$ cat src/rtl/keypad_pkg.sv
`default_nettype none
// ============================================================================
//  Module      : keypad_pkg
//  Description : Shared types and constants for the 4x4 keypad scanner.
//                Provides the scanner state type, the row/column key map and
//                small helpers that inspect a synchronised active-low row
//                vector.
//  Revision    : 1.0 - initial release
// ============================================================================
package keypad_pkg;

    localparam int NUM_ROWS = 4;
    localparam int NUM_COLS = 4;

    typedef enum logic [1:0] {
        SCAN     = 2'd0,
        DEBOUNCE = 2'd1,
        HELD     = 2'd2,
        RELEASE  = 2'd3
    } state_t;

    // KEYMAP[row][col]. The packed concatenation lists the highest index first,
    // so each row literal reads column 3 down to column 0.
    localparam logic [NUM_ROWS-1:0][NUM_COLS-1:0][3:0] KEYMAP = {
        {4'hD, 4'hF, 4'h0, 4'hE},   // row 3: E 0 F D
        {4'hC, 4'h9, 4'h8, 4'h7},   // row 2: 7 8 9 C
        {4'hB, 4'h6, 4'h5, 4'h4},   // row 1: 4 5 6 B
        {4'hA, 4'h3, 4'h2, 4'h1}    // row 0: 1 2 3 A
    };

    // Index of the lowest-numbered row pulled low (0 when none is low).
    function automatic logic [1:0] lowest_low(input logic [NUM_ROWS-1:0] rows);
        logic [1:0] idx;
        idx = 2'd0;
        for (int i = NUM_ROWS - 1; i >= 0; i--) begin
            if (!rows[i]) begin
                idx = 2'(i);
            end
        end
        return idx;
    endfunction

    // True when more than one row is pulled low.
    function automatic logic multi_low(input logic [NUM_ROWS-1:0] rows);
        return ($countones(~rows) > 1);
    endfunction

endpackage
`default_nettype wire

$ cat src/rtl/keypad_scanner_row_synchronizer.sv
`default_nettype none
// ============================================================================
//  Module      : row_synchronizer
//  Description : Two-flop synchroniser for the asynchronous active-low keypad
//                rows. Reset parks both stages at "no row low".
//  Ports       : clk   - system clock
//                reset - synchronous, active-high reset
//                row_n - raw keypad rows (asynchronous)
//                row_s - synchronised rows
//  Revision    : 1.0 - initial release
// ============================================================================
module row_synchronizer
    import keypad_pkg::*;
(
    input  logic                clk,
    input  logic                reset,
    input  logic [NUM_ROWS-1:0] row_n,
    output logic [NUM_ROWS-1:0] row_s
);

    logic [NUM_ROWS-1:0] r_meta;
    logic [NUM_ROWS-1:0] r_sync;

    always_ff @(posedge clk) begin
        if (reset) begin
            r_meta <= '1;
            r_sync <= '1;
        end else begin
            r_meta <= row_n;
            r_sync <= r_meta;
        end
    end

    assign row_s = r_sync;

endmodule
`default_nettype wire

$ cat src/rtl/keypad_scanner.sv
`default_nettype none
// ============================================================================
//  Module      : keypad_scanner
//  Description : 4x4 matrix keypad scanner with press/release debouncing,
//                one event per press and a two-digit key history.
//  Ports       : clk       - system clock
//                reset     - synchronous, active-high reset
//                row_n     - keypad rows, active-low, asynchronous
//                col_n     - column drive, active-low, one-cold
//                key_valid - one-cycle pulse per accepted press
//                key_code  - code of the last accepted key
//                key_held  - accepted key still down or release debouncing
//                digit_new - most recent accepted key
//                digit_old - key accepted before digit_new
//  Config      : KEYPAD_MULTIKEY_REJECT_EN - when defined, a scan sample with
//                several rows low is ignored and an extra row going low
//                during press debounce aborts the press.
//  Revision    : 1.0 - initial release
// ============================================================================
module keypad_scanner
    import keypad_pkg::*;
#(
    parameter int SCAN_TICKS      = 48000,
    parameter int DEBOUNCE_CYCLES = 960000
) (
    input  logic                clk,
    input  logic                reset,
    input  logic [NUM_ROWS-1:0] row_n,
    output logic [NUM_COLS-1:0] col_n,
    output logic                key_valid,
    output logic [3:0]          key_code,
    output logic                key_held,
    output logic [3:0]          digit_new,
    output logic [3:0]          digit_old
);

    localparam int CNT_MAX = (SCAN_TICKS > DEBOUNCE_CYCLES) ? SCAN_TICKS : DEBOUNCE_CYCLES;
    localparam int CNT_W   = $clog2(CNT_MAX) + 1;

    localparam logic [CNT_W-1:0] C_SCAN_LAST = CNT_W'(SCAN_TICKS - 1);
    localparam logic [CNT_W-1:0] C_DEB_LAST  = CNT_W'(DEBOUNCE_CYCLES - 1);

    logic [NUM_ROWS-1:0] w_row_s;
    state_t              r_state;
    state_t              w_state_nxt;
    logic [1:0]          r_col;
    logic [1:0]          w_col_nxt;
    logic [1:0]          r_row;
    logic [1:0]          w_row_nxt;
    logic [CNT_W-1:0]    r_cnt;
    logic                w_accept;
    logic                w_scan_take;
    logic                w_abort_extra;
    logic                r_key_valid;
    logic [3:0]          r_key_code;
    logic [3:0]          r_digit_new;
    logic [3:0]          r_digit_old;

    row_synchronizer u_row_sync (
        .clk   (clk),
        .reset (reset),
        .row_n (row_n),
        .row_s (w_row_s)
    );

`ifdef KEYPAD_MULTIKEY_REJECT_EN
    logic w_others_low;
    // Any row other than the latched one pulled low.
    assign w_others_low  = |(~w_row_s & ~(4'b0001 << r_row));
    assign w_scan_take   = (w_row_s != 4'hF) && !multi_low(w_row_s);
    assign w_abort_extra = w_others_low;
`else
    assign w_scan_take   = (w_row_s != 4'hF);
    assign w_abort_extra = 1'b0;
`endif

    // Next-state logic. Column only advances when leaving for the next scan
    // slot; during debounce/held/release the pressed column stays driven so
    // the latched row keeps reflecting the same key.
    always_comb begin
        w_state_nxt = r_state;
        w_col_nxt   = r_col;
        w_row_nxt   = r_row;
        w_accept    = 1'b0;
        case (r_state)
            SCAN: begin
                if (r_cnt == C_SCAN_LAST) begin
                    if (w_scan_take) begin
                        w_row_nxt   = lowest_low(w_row_s);
                        w_state_nxt = DEBOUNCE;
                    end else begin
                        w_col_nxt = r_col + 2'd1;
                    end
                end
            end
            DEBOUNCE: begin
                if (w_row_s[r_row] || w_abort_extra) begin
                    w_state_nxt = SCAN;
                    w_col_nxt   = r_col + 2'd1;
                end else if (r_cnt == C_DEB_LAST) begin
                    w_state_nxt = HELD;
                    w_accept    = 1'b1;
                end
            end
            HELD: begin
                if (w_row_s[r_row]) begin
                    w_state_nxt = RELEASE;
                end
            end
            RELEASE: begin
                if (!w_row_s[r_row]) begin
                    w_state_nxt = HELD;
                end else if (r_cnt == C_DEB_LAST) begin
                    w_state_nxt = SCAN;
                    w_col_nxt   = r_col + 2'd1;
                end
            end
            default: begin
                w_state_nxt = SCAN;
            end
        endcase
    end

    always_ff @(posedge clk) begin
        if (reset) begin
            r_state <= SCAN;
            r_col   <= 2'd0;
            r_row   <= 2'd0;
            r_cnt   <= '0;
        end else begin
            r_state <= w_state_nxt;
            r_col   <= w_col_nxt;
            r_row   <= w_row_nxt;
            // The counter times each state/column dwell from zero.
            if ((w_state_nxt != r_state) || (w_col_nxt != r_col)) begin
                r_cnt <= '0;
            end else begin
                r_cnt <= r_cnt + CNT_W'(1);
            end
        end
    end

    always_ff @(posedge clk) begin
        if (reset) begin
            r_key_valid <= 1'b0;
            r_key_code  <= 4'h0;
            r_digit_new <= 4'h0;
            r_digit_old <= 4'h0;
        end else begin
            r_key_valid <= w_accept;
            if (w_accept) begin
                r_key_code  <= KEYMAP[r_row][r_col];
                r_digit_new <= KEYMAP[r_row][r_col];
                r_digit_old <= r_digit_new;
            end
        end
    end

    assign col_n     = ~(4'b0001 << r_col);
    assign key_valid = r_key_valid;
    assign key_code  = r_key_code;
    assign key_held  = (r_state == HELD) || (r_state == RELEASE);
    assign digit_new = r_digit_new;
    assign digit_old = r_digit_old;

endmodule
`default_nettype wire

$ cat config.mk
export PLATFORM = sky130hd
export DESIGN_NAME = keypad_scanner
export DESIGN_NICKNAME = d
export VERILOG_FILES = /design/src/rtl/keypad_pkg.sv /design/src/rtl/keypad_scanner_row_synchronizer.sv /design/src/rtl/keypad_scanner.sv
export SDC_FILE = /design/constraint.sdc
export NUM_CORES = 1
export LEC_CHECK = 0
export BUFFER_PORTS_ARGS = -buffer_cell sky130_fd_sc_hd__buf_2
export CELL_PAD_IN_SITES_DETAIL_PLACEMENT = 1
export CELL_PAD_IN_SITES_GLOBAL_PLACEMENT = 1
export CORE_MARGIN = 3
export CORE_UTILIZATION = 48
export DETAILED_ROUTE_END_ITERATION = 7
export MAX_ROUTING_LAYER = met4
export PLACE_DENSITY_LB_ADDON = 0.08
export SYNTH_ARGS = -nofsm -noshare
export SYNTH_HDL_FRONTEND = slang
export SYNTH_SLANG_ARGS = --single-unit
export TNS_END_PERCENT = 100
$ cat constraint.sdc
create_clock -name clk -period 5.88 [get_ports clk]
set_clock_uncertainty 0.2 [all_clocks]
set_input_delay 1.176 -clock clk [delete_from_list [all_inputs] [get_ports clk]]
set_output_delay 1.176 -clock clk [all_outputs]
set_load 0.02 [all_outputs]
[Yosys cells after proc, flatten, opt, wreduce, memory -nomap -nowiden]
Cells that the tools add are included.
Operators by class
  bitwise gates (word level): 1
  equality and inequality tests: 8
  add/subtract/negate cells: 2
  order comparisons: 2
  shift operators: 1
  div/mod/pow operators: 0
  mux-type cells: 27
  reductions and logical operators: 5
  multiply operators: 0
Operators by type and width (count)
  16-bit binary-select mux with 2-bit select: 1
  2-bit 2-to-1 mux: 16
  21-bit by 1-bit adder with 21-bit output (second input constant): 1
  21-bit by 16-bit == test with 1-bit output (second input constant): 1
  21-bit by 20-bit == test with 1-bit output (second input constant): 1
  16-bit 2-to-1 mux: 1
  4-bit binary-select mux with 2-bit select: 1
  2-bit one-hot mux with 4 select lines: 1
  2-bit by 3-bit less-than comparator with 1-bit output (second input constant): 2
  2-bit one-hot mux with 3 select lines: 1
  2-bit == test (second input constant): 2
  1-bit 2-to-1 mux: 4
  4-bit 2-to-1 mux: 1
  2-bit != test: 2
  4-bit != test (second input constant): 1
  4-bit inverter: 1
  1-bit by 2-bit << shifter with 4-bit output (first input constant): 1
  3-bit AND reduction: 1
  2-bit by 1-bit adder with 2-bit output (second input constant): 1
  1-bit binary-select mux with 2-bit select: 1
  2-bit by 1-bit == test with 1-bit output (second input constant): 1
  2-bit logical NOT: 1
  1-bit logical OR: 2
  2-bit OR reduction: 1
Word-level totals
  logic and storage cells: 55
  bits in read-only memories: 0
  latch bits: 0
  memory bits (writable): 0
  input bits: 6
  flip-flop bits (word level): 44
  output and inout port bits: 18
  memories kept: 0

[Longest topological paths before layout]
Gate-level depths: netlist of run 1.
  depth in word-level cells: 7
  depth in mapped cells: 7
  depth with buffers taken out: 6

[By module]
Synthesis of run 1 repeated with hierarchy kept, for this count alone.
Second synthesis, totals
  cells, all modules: 242
  area, all modules: 2250.9 um2
By module, submodules not included
  keypad_scanner: instances 1, area each 2040.7 um2, cells an instance 226, sequential area each 720.7 um2
  row_synchronizer: instances 1, area each 210.2 um2, cells an instance 16, sequential area each 160.2 um2

[Worst setup path after synthesis of run 1]
No wires, ideal clock.
  path kind: register -> output
  start point: reg r_col[0]
  end point: out col_n[0]
  required time: 4.504 ns
  buffers on the path: 1
  stages on the path, launching flop included: 5
  slack: 3.482 ns
  arrival: 1.022 ns
  path through: dfxtp_1 clkbuf_1 inv_1 ha_1 inv_1
Between the ends
  cells in the longest elaborated chain, start to end: 2
RTL lines
  start, declared: line keypad_scanner.sv:46  | logic [1:0] r_col;
  start signal, assigned: line keypad_scanner.sv:132  | r_col <= w_col_nxt;
  1-bit by 2-bit << shifter with 4-bit output: line keypad_scanner.sv:159  | assign col_n = ~(4'b0001 << r_col);
  4-bit inverter: line keypad_scanner.sv:159
  end, declared: line keypad_scanner.sv:29  | output logic [NUM_COLS-1:0] col_n,
No other way between the ends.

[Final worst setup path of run 1]
Same ends and word-level chain as after synthesis.

==> results.txt, run 1 <==
- Timing would allow up to 359 MHz.
* PortBufs: 23
- Library cell with the highest instance count after synthesis: sky130_fd_sc_hd__dfxtp_1
* Data arrival time of the worst path: 1410 ps
- The worst setup path is launched from a flop.
- For this design the ratio of total power to cell area is 231 nW/um^2.
- HP Start: u_row_sync.r_meta[1]
- In this run, CTS created clock tree buffers numbering 5.
* Synthesized netlist net count: 248
* Relative area change from synthesis to final layout: 8.84%
- Die boundary width: 74.9 microns
- The number of hold buffers added after CTS was 0.
- Worst-Skew Late Latency: 300 ps
- Data on the critical path is required at its endpoint by 4500 ps.
- Of the total synthesized cell area, the portion taken by AND, OR, NAND and NOR gates is 0.321.
* Cell depth of the worst min-delay path: 1
* Number of global-route vias before repair: 1,684
- Die Span Y: 74.9 microns
* Detailed-route DRC error count: 0
- In the final routed layout, each cell accounts on average for 14.7 microns.
* Routability congestion estimate: 0.766
- The number of max-slew violations in the final report is 0.
- Of the total synthesized cell area, the portion taken by XOR and XNOR cells is 0.0807.
- Core area: 4470 sq um
* Share of the clock period used by the worst path after layout: 0.474
* Final min period: 2790 ps
* Final sum of negative setup slack: 0 ps
* Reg2reg path depth: 7
* Root Driver: sky130_fd_sc_hd__clkbuf_8
- After synthesis, the share of flip-flops with an asynchronous set or reset is 0.
* Maximum net fanout on the critical path: 9
* H-tree Lvls: 2
- CTS clock-pin slew for the worst setup and hold paths: 70 ps
- Leakage power: 0.965 nW
- In this run the count of I/O pins placed on the die edge is 24.
* Setup slack on the worst flop-to-flop path: 3240 ps
- Entering global routing, the biggest net connects 25 pins.
* First-pass GRT wire length: 7540 microns
- Min Hold Slack: 216 ps
- Total overflow reported by the global router: 0
* Post-Synthesis Mean Instance Area: 9.61 sq um
* Cells taking the most area after synthesis: sky130_fd_sc_hd__dfxtp_1 (39%), sky130_fd_sc_hd__nor3_2 (8.3%), sky130_fd_sc_hd__xnor2_1 (6.2%)
- Counting distinct cell types in the post-synthesis netlist gives 44.
- Portion of netlist area occupied by mux cells: 0.0538
- Postcts setup bufs: 0
- The share of synthesized area in the top cell type comes to 0.387.
* Total die area: 5610 sq um
- Sinks on Clock Net: 44
- Final net count: 265
* Finish-stage setup viols: 0
- The startpoint identified for the worst register-to-register timing path is r_cnt[0].
- Total of cells resized after clock tree synthesis: 0
- Routed via count: 1,734
- Hold WC Path Type: reg2reg
- The endpoint identified for the worst register-to-register timing path is r_cnt[1].
* Yosys warnings: 0
- After detailed routing, the number of vias per cell comes to 5.65.
- The most used flip-flop cell after synthesis is sky130_fd_sc_hd__dfxtp_1.
- Number of enable-type register cells in the synthesized netlist: 0
- STA classifies the critical path endpoint as a primary output.
* Number of iterations in the first detailed-routing pass: 4
* TritonCTS clock tree: done
- Cell area after synthesis: 2280 sq um
* Number of storage elements in the synthesis netlist: 44
- The synthesized-area fraction occupied by ao, oa, aoi and oai cells came to 0.0593.
- Worst slew margin: 0.569
- Synthesized-area fraction occupied by adder cells: 0.0275
- The worst hold path terminates at u_row_sync.row_s[1].
* Ratio of cells with drive above 1 in the final layout: 0.286
- Total detailed-routing wirelength: 4520 microns
* Cell count after synthesis: 237
* Number of hold-slack violations in the final timing report: 0
- Ranked by instance count, the synthesized netlist is headed by sky130_fd_sc_hd__dfxtp_1 (44), sky130_fd_sc_hd__nor2_1 (19), sky130_fd_sc_hd__nor3_2 (19).
* Diodes inserted: 0
- The count of nets left with antenna violations once routing finished came out at 0.
- Unrepaired setup endpoints after global routing: no
- Deepest clock path buffer count: 2
- The largest total area in the synthesized netlist belongs to sky130_fd_sc_hd__dfxtp_1.
- Number of maximum-capacitance constraint violations: 0
- Crit Path Class: reg2out
* Worst ir drop on vdd: 0.133 mV
- Placed wire-length estimate: 3250 microns
* Worst Tran Pin Value: 641 ps
- Initial cell density of the core: 0.509
- For this block, the initial DRC count from the detailed router was 53.
- The layout has 540 filler cells.
- Outcome: finished, final reports clean
- The number of antenna violations at the first check in global routing was 0.
- Overall Global Routing Usage: 0.178
- After synthesis, the largest family of logic cells by area is simple AND/OR/NAND/NOR gates.
- Of the synthesized area, sequential elements account for 0.387.
- Row generation in the floorplan step produced 24 rows.
-- metrics by stage --
step / instance area, sq um / setup WS, ps / instances / total power [mW] / util
global route: 2480 / 2980 / 307 / 0.598 / 0.554
finish: 2480 / 3090 / 307 / 0.572 / 0.554
global placement: 2350 / 3300 / 299 / 0.329 / 0.526
detailed placement: 2350 / 3260 / 299 / 0.329 / 0.526
CTS: 2480 / 3080 / 307 / 0.581 / 0.554
floorplan: 2280 / 3480 / 237 / 0.325 / -
-- power breakdown --
group / internal, mW / switching (mW)
combinational: 0.00654 / 0.00971
sequential: 0.302 / 0.00342
clock: 0.150 / 0.100
-- state kept, by name, indices dropped and copies added (netlist names) --
register and count:
digit_old 4, r_cnt 21, u_row_sync.r_meta 4, key_valid 1
r_row 2, digit_new 4, u_row_sync.row_s 4, r_state 2
r_col 2
-- worst max-delay path by stage --
stage	end	slack (ps)	startpoint
final	col_n[0]	3090	r_col[0]
after floorplan	col_n[0]	3480	r_col[0]
after CTS	col_n[2]	3080	r_col[0]
after global placement	r_cnt[1]	3300	r_cnt[10]
after detailed placement	r_cnt[1]	3260	r_cnt[0]
after global routing	col_n[2]	2980	r_col[0]
-- metal layers --
layer	global-route usage	up-vias	routed length, microns	share of wire
met3	0.0481	4	163	0.036
met2	0.276	30	2060	0.46
met5	-	-	0	0
met4	0.0534	0	42	0.0093
met1	0.227	845	2250	0.50
li1	-	855	-	-
-- worst max-delay path, stage by stage, from the launching register on --
cell                      delay [ps]
sky130_fd_sc_hd__dfxtp_1         520
sky130_fd_sc_hd__inv_1           180
sky130_fd_sc_hd__ha_1            230
sky130_fd_sc_hd__inv_1            50
sky130_fd_sc_hd__buf_2           150
-- cells in the final DEF, fill, tap and decap left out, types with 2 or more instances in the layout --
master	synthesis	layout
sky130_fd_sc_hd__or3_2	2	2
sky130_fd_sc_hd__nor2_1	19	19
sky130_fd_sc_hd__inv_1	13	13
sky130_fd_sc_hd__or2_2	9	9
sky130_fd_sc_hd__or4b_4	2	2
sky130_fd_sc_hd__nand4_1	4	4
sky130_fd_sc_hd__nor4_2	2	2
sky130_fd_sc_hd__a21oi_1	10	10
sky130_fd_sc_hd__nor4_1	2	2
sky130_fd_sc_hd__nand2_1	8	8
sky130_fd_sc_hd__nand3_1	14	14
sky130_fd_sc_hd__nor3_2	19	19
sky130_fd_sc_hd__ha_1	5	5
sky130_fd_sc_hd__nor3b_1	2	2
sky130_fd_sc_hd__o21ai_0	5	5
sky130_fd_sc_hd__nor3_1	10	10
sky130_fd_sc_hd__clkbuf_8	0	7
sky130_fd_sc_hd__dfxtp_1	44	44
sky130_fd_sc_hd__mux2i_1	10	10
sky130_fd_sc_hd__buf_2	0	23
sky130_fd_sc_hd__xnor2_1	16	16
sky130_fd_sc_hd__and3_1	2	2
sky130_fd_sc_hd__xor2_1	5	5
-- layout make-up --
class,count,area [sq um],area share
clock buffers,7,96.3,0.0388
clock inverters,1,30.0,0.0121
inverters,13,48.8,0.0197
multi-input cells,166,1240,0.498
flip-flops and latches,44,881,0.355
well taps,52,65.1,0.0262
repair buffers,24,123,0.0494
-- kinds of logic after synthesis --
group           Yosys count
xor+xnor                 21
compound gates           22
simple gates            107
buf+inv                  27
fa+ha+maj                 5
mux                      11
flops                    44
Power figures use the tool's default switching activity.
==> run 2, diff against run 1 <==
--- a/config.mk
+++ b/config.mk
@@ -9,7 +9,7 @@
 export CELL_PAD_IN_SITES_DETAIL_PLACEMENT = 1
 export CELL_PAD_IN_SITES_GLOBAL_PLACEMENT = 1
 export CORE_MARGIN = 3
-export CORE_UTILIZATION = 48
+export CORE_UTILIZATION = 41
 export DETAILED_ROUTE_END_ITERATION = 7
 export MAX_ROUTING_LAYER = met4
 export PLACE_DENSITY_LB_ADDON = 0.08
==> constraint.sdc (replaced) <==
create_clock -name clk -period 2.4 [get_ports clk]
set_clock_uncertainty 0.2 [all_clocks]
set_input_delay 0.48 -clock clk [delete_from_list [all_inputs] [get_ports clk]]
set_output_delay 0.48 -clock clk [all_outputs]
set_load 0.02 [all_outputs]
==> run 2 against run 1 <==
- cell area grew 11%
- sequential power grew 140%
- core utilization shrank 2.7 points
- combinational power grew to 3.5 times the previous value
- total power grew 140%
- die area grew 16%
- routed wire length grew 11%
- non-clock buffer count grew 27
- via count grew 3.6%
- global-route usage shrank 0.60 points
- critical path depth grew 2
- highest routed layer unchanged
==> results.txt, run 2 (synthesis gave the netlist of run 1 again) <==
- No sink is reached through more buffers than the 2 on the longest clock path.
- The library cell used most frequently in the layout, excluding fill and tap cells, is sky130_fd_sc_hd__dfxtp_1.
- Placed wire-length estimate: 3690 microns
- CP bufs+invs: 1
* Relative area change from synthesis to final layout: 21.3%
* Number of hold-slack violations in the final timing report: 0
* TritonCTS clock tree: done
- Setup slack on the worst reg-to-reg path comes out at 80 ps.
- Root Driver: sky130_fd_sc_hd__clkbuf_8
* Share of the core filled with cells in the final layout: 0.527
- During I/O placement, the number of pins put on the boundary was 24.
* Die Span Y: 80.5 microns
- Worst setup startpoint: r_cnt[20]
- Finish-stage setup viols: 0
- Diodes inserted: 0
- At the later pin of the worst-skew pair, clock insertion delay measures 300 ps.
- Routability-driven placement finished with a final weighted congestion of 0.786.
- Critical path cell sequence: or4b_4 -> nor4_2 -> and4_2 -> or3_4 -> buf_12 -> nor3_2
- Switching power of the nets: 0.299 mW
* Critical Path Source Type: flop
- Hold is met by 156 ps.
- Max Slew Vio Count: 0
- Total overflow reported by the global router: 0
* Core area: 5240 sq um
* Die boundary width: 80.5 microns
- Worst flop-to-flop path startpoint: r_cnt[20]
- Final net count: 292
- Share of the clock period used by the worst path after layout: 0.968
- The setup path with the least slack is of type reg2reg.
- Pwr dens: 498 nW/um^2
* CP delay by family, top: simple AND/OR/NAND/NOR gates
- Cell Int Power: 1.08 mW
- The first detailed-routing pass took 4 iterations.
* H-tree Lvls: 2
- Antenna violation net count after detailed routing: 0
- Headroom to the max-slew limit came out at 0.754.
* Portion of total power attributed to combinational logic: 0.042
- Number of maximum-capacitance constraint violations: 0
- Slowest CP cell: sky130_fd_sc_hd__or4b_4
- The flow ran to the end, and the final reports show no timing, DRC or antenna violations.
- The floorplan step defined a die boundary enclosing 6490 sq um.
- On the worst path, the slowest cell contributes a delay of 610 ps.
- Across every metal layer, demand over resource in global routing totals 0.172.
- In this run the cell area measured after placement is 2620 sq um.
- The min-delay analysis places its worst path in the category in2reg.
- The first global-routing pass estimated 8580 microns of wire.
* Data arrival time of the worst path: 2320 ps
- r_cnt holds more flip-flops than any other register.
* Part of the total power dissipated in sequential elements: 0.543
- Multi-input gate area in the final layout: 1270 sq um
- Final sum of negative setup slack: 0 ps
- Fmax: 430 MHz
- For this configuration, the core starts out at a cell density of 0.435.
* Post-route cell area: 2760 sq um
- Using the TritonRoute via totals, the vias-per-cell ratio works out to 5.11.
* Unrepaired setup endpoints after global routing: yes
* Antenna violations before repair: 0
* CTS clock-pin slew for the worst setup and hold paths: 90 ps
* Maximum net fanout on the critical path: 11
* # rows: 26
- Cts bufs inserted: 5
- Data required time at the worst endpoint: 2390 ps
* Violation count after the first detailed-route iteration: 42
* Non-filler cells, final: 352
- Detailed-route DRC error count: 0
* Postcts setup bufs: 0
- HP Start: row_n[3]
- The number of global-route vias before repair came to 1,874.
- Proportion of power drawn by the clock network: 0.415
* Type of destination of the critical path: flop
- The clock net in this run drives a total of 44 sinks.
* Ratio of cells with drive above 1 in the final layout: 0.369
* Maximum number of pins on one net before global-route repair: 24
- Leakage power: 1.13 nW
* Worst ir drop on vdd: 0.251 mV
- The final route contains 1,797 vias.
- For the pin with the worst max-slew slack, the measured transition is 367 ps.
* Total detailed-routing wirelength: 5040 microns
- Leaving out fill and tap cells, the most frequent cells in the layout are sky130_fd_sc_hd__dfxtp_1 (43), sky130_fd_sc_hd__buf_4 (25), sky130_fd_sc_hd__buf_2 (23).
- Port buffering added 23 buffers.
* Filler cell count: 629
* Routed length per instance: 14.3 microns
* Flip-flop count of the largest register after layout: 21
- Net switching share of the total power: 0.218
- Register Area: 882 sq um
* Total placed cells including tap cells: 344
* Final min period: 2320 ps
-- run 2: area by class of cell --
class,instances,area share
multi-input combinational,166,0.460
clock buffer,5,0.0249
inverter,13,0.0177
tap,70,0.0317
timing repair buffer,51,0.131
clock inverter,3,0.0154
sequential,44,0.319
-- run 2: worst paths after layout --
kind,cells past startpoint,endpoint
worst max-delay path,6,r_cnt[14]
worst min-delay path,2,u_row_sync.r_meta[3]
worst max register to register,6,r_cnt[14]
worst min register to register,1,u_row_sync.row_s[2]
-- run 2: timing repair --
item                       in CTS  in global routing
setup endpoints to repair       0                 24
hold endpoints to repair        0                  0
resized for setup               0                  6
hold buffers                    0                  0
-- run 2: power by group through the flow --
stage                     sequential, mW  clock, mW  combinational (mW)
final                              0.747      0.571              0.0571
after detailed placement           0.764          0              0.0573
after CTS                          0.747      0.585              0.0575
after global placement             0.763          0              0.0557
after floorplan                    0.764          0              0.0337
after global routing               0.748      0.623              0.0631
-- run 2: routing by layer --
metal	vias to the layer above	wire (microns)	part of all wire	global-route usage
met1	859	2530	0.50	0.215
met3	4	164	0.033	0.0415
met2	23	2300	0.46	0.279
met5	-	0	0	-
met4	0	40	0.0079	0.0456
li1	911	-	-	-
-- run 2: metrics by stage --
stage / total power [mW] / setup WS (ps)
2_1_floorplan: 0.797 / 82.3
3_3_place_gp: 0.819 / 29.5
3_5_place_dp: 0.822 / 26.4
4_1_cts: 1.39 / 2.36
5_1_grt: 1.43 / 1.14
6_report: 1.38 / 76.3
==> run 3, diff against run 2 <==
--- a/config.mk
+++ b/config.mk
@@ -9,10 +9,10 @@
 export CELL_PAD_IN_SITES_DETAIL_PLACEMENT = 1
 export CELL_PAD_IN_SITES_GLOBAL_PLACEMENT = 1
 export CORE_MARGIN = 3
-export CORE_UTILIZATION = 41
+export CORE_UTILIZATION = 48
 export DETAILED_ROUTE_END_ITERATION = 7
 export MAX_ROUTING_LAYER = met4
-export PLACE_DENSITY_LB_ADDON = 0.08
+export PLACE_DENSITY = 0.81
 export SYNTH_ARGS = -nofsm -noshare
 export SYNTH_HDL_FRONTEND = slang
 export SYNTH_SLANG_ARGS = --single-unit
==> constraint.sdc (replaced) <==
create_clock -name clk -period 3 [get_ports clk]
set_clock_uncertainty 0.2 [all_clocks]
set_input_delay 0.6 -clock clk [delete_from_list [all_inputs] [get_ports clk]]
set_output_delay 0.6 -clock clk [all_outputs]
set_load 0.02 [all_outputs]
==> run 3 against run 2 <==
- core utilization is 3.5 points higher
- maximum frequency is 9.8% lower
- critical path type unchanged
- count of clock-buffer cells in the layout is 2 higher
- first-iteration DRC count is 64% higher
- critical path depth is 1 lower
- total power is 19% lower
- sequential power is 20% lower
- cell area is 9.0% lower
- die area is 14% lower
- largest cell class unchanged
- clock power is 14% lower
- worst setup slack better by 350 ps
==> results.txt, run 3 (synthesis gave the netlist of run 1 again) <==
- Outcome: finished, final reports clean
- The library cell used most frequently in the layout, excluding fill and tap cells, is sky130_fd_sc_hd__dfxtp_1.
* Finish-stage setup viols: 0
- Most flop-heavy register: r_cnt
- Detailed-route DRC error count: 0
* Sinks on Clock Net: 44
* PortBufs: 23
- Number of hold-slack violations in the final timing report: 0
- # rows: 24
- Post-route cell area: 2510 sq um
- Deepest clock path buffer count: 2
- Worst Tran Pin Value: 502 ps
- For this run, the detailed router's first-pass iteration total came to 4.
- Final net count: 268
- The number of gates resized after CTS was 0.
- The slowest stage of the critical path belongs to the cell sky130_fd_sc_hd__mux4_2.
- In this run, post-CTS hold repair placed 0 buffers.
* Worst-Skew Late Latency: 300 ps
- Final min period: 2580 ps
* Routed via count: 1,714
- Critical path cell sequence: mux4_2 -> and3b_1 -> a41o_1 -> or3_4 -> nor3b_1
- During I/O placement, the number of pins put on the boundary was 24.
* Slowest stage delay, CP: 620 ps
- The worst setup path is captured at a flop.
- The die covers 5610 sq um.
- Portion of total power attributed to combinational logic: 0.028
- The critical path is of the reg2reg type.
- Data required time at the worst endpoint: 3020 ps
* Total detailed-routing wirelength: 4530 microns
* Switching power of the nets: 0.221 mW
- Maximum number of pins on one net before global-route repair: 25
* Cts bufs inserted: 5
- Post-route total power: 1.12 mW
- Once the clock tree was built, the setup fixing pass inserted 0 buffers.
- CTS clock-pin slew for the worst setup and hold paths: 80 ps
- Of the available clock period, the critical path in the final layout requires 0.858.
* Critical Path Source Type: flop
* Die Span Y: 74.9 microns
- The tightest hold path in the finished design has a slack of 216 ps.
* Flip-flop count of the largest register after layout: 21
- Root Driver: sky130_fd_sc_hd__clkbuf_8
* Violation count after the first detailed-route iteration: 69
- In this run the number of H-tree levels came out at 2.
* Part of the total power dissipated in sequential elements: 0.535
- Core area: 4470 sq um
- DP Worst Slack: 454 ps
* Least setup slack across all paths after layout: 425 ps
* Fmax: 388 MHz
* Placed cell area: 2390 sq um
- The share of total power dissipated in the clock network is 0.437.
- The number of global-route vias before repair came to 1,749.
- The top cell types in the final layout, fill and taps aside, are sky130_fd_sc_hd__dfxtp_1 (44), sky130_fd_sc_hd__buf_2 (23), sky130_fd_sc_hd__nor2_1 (19), sky130_fd_sc_hd__nor3_2 (19), sky130_fd_sc_hd__xnor2_1 (16).
- TritonCTS built the clock tree.
- Unrepaired setup endpoints after global routing: no
- The internal portion of the total power is 0.898 mW.
* Initial cell density of the core: 0.509
- Leakage power: 0.984 nW
- Worst ir drop on vdd: 0.264 mV
* Overall Global Routing Usage: 0.187
- Ratio of cells with drive above 1 in the final layout: 0.295
* Die boundary width: 74.9 microns
- For this design the ratio of total power to cell area is 445 nW/um^2.
- Maximum net fanout on the critical path: 21
- Diodes inserted: 0
- Max Slew Vio Count: 0
* Routability congestion estimate: 0.790
- Detailed-route vias per instance: 5.53
- Antenna violation net count after detailed routing: 0
- Routed length per instance: 14.6 microns
- Placed wire-length estimate: 3270 microns
- Data arrival time of the worst path: 2600 ps
* Final sum of negative setup slack: 0 ps
- Relative to the synthesized area, the layout overhead comes to 10.4%.
- Hold WC Path Type: reg2reg
- Net switching share of the total power: 0.197
* Antenna violations before repair: 0
- First-pass GRT wire length: 7830 microns
- Measured against its own limit, the worst slew margin works out to 0.665.
- Max-cap violations in this run came to 0.
* Total overflow reported by the global router: 0
run 3: power groups by stage:
| stage | clock network, mW | registers [mW] | logic [mW] |
|---|---|---|---|
| after floorplan | 0 | 0.611 | 0.0270 |
| after global placement | 0 | 0.612 | 0.0308 |
| after detailed placement | 0 | 0.613 | 0.0318 |
| after CTS | 0.507 | 0.599 | 0.0321 |
| after global routing | 0.533 | 0.601 | 0.0352 |
| final | 0.489 | 0.599 | 0.0312 |
run 3: layout make-up:
class	instances	area (sq um)
Multi-Input combinational cell	166	1240
Fill cell	516	1960
Timing Repair Buffer	27	158
Clock buffer	7	96.3
Tap cell	52	65.1
Clock inverter	1	30.0
Inverter	13	48.8
Sequential cell	44	881
run 3: path summary, 6_finish.rpt:
| kind | start | end | slack (ps) | cells after the start |
|---|---|---|---|---|
| setup / recovery | r_row[0] | r_cnt[1] | 420 | 5 |
| hold / removal | u_row_sync.r_meta[0] | u_row_sync.row_s[0] | 220 | 1 |
| hold reg to reg | u_row_sync.r_meta[0] | u_row_sync.row_s[0] | 220 | 1 |
| setup reg to reg | r_row[0] | r_cnt[1] | 420 | 5 |
run 3: critical path, delay by kind of cell (launching register included):
family | cells | cell delay, ps
simple gates | 3 | 940
mux | 1 | 620
flops | 1 | 480
compound gates | 1 | 250
run 3: routing by layer:
metal | global-route usage | share of wire | wire (microns) | vias up
li1 | - | - | - | 859
met3 | 0.0441 | 0.035 | 158 | 7
met2 | 0.312 | 0.50 | 2250 | 22
met5 | - | 0 | 0 | -
met4 | 0.0632 | 0.013 | 61 | 0
met1 | 0.219 | 0.45 | 2050 | 826
run 3: per-stage QoR:
stage	util	std cells
final	0.562	310
after detailed placement	0.534	302
after global routing	0.562	310
after global placement	0.534	302
after CTS	0.562	310
after floorplan	-	237
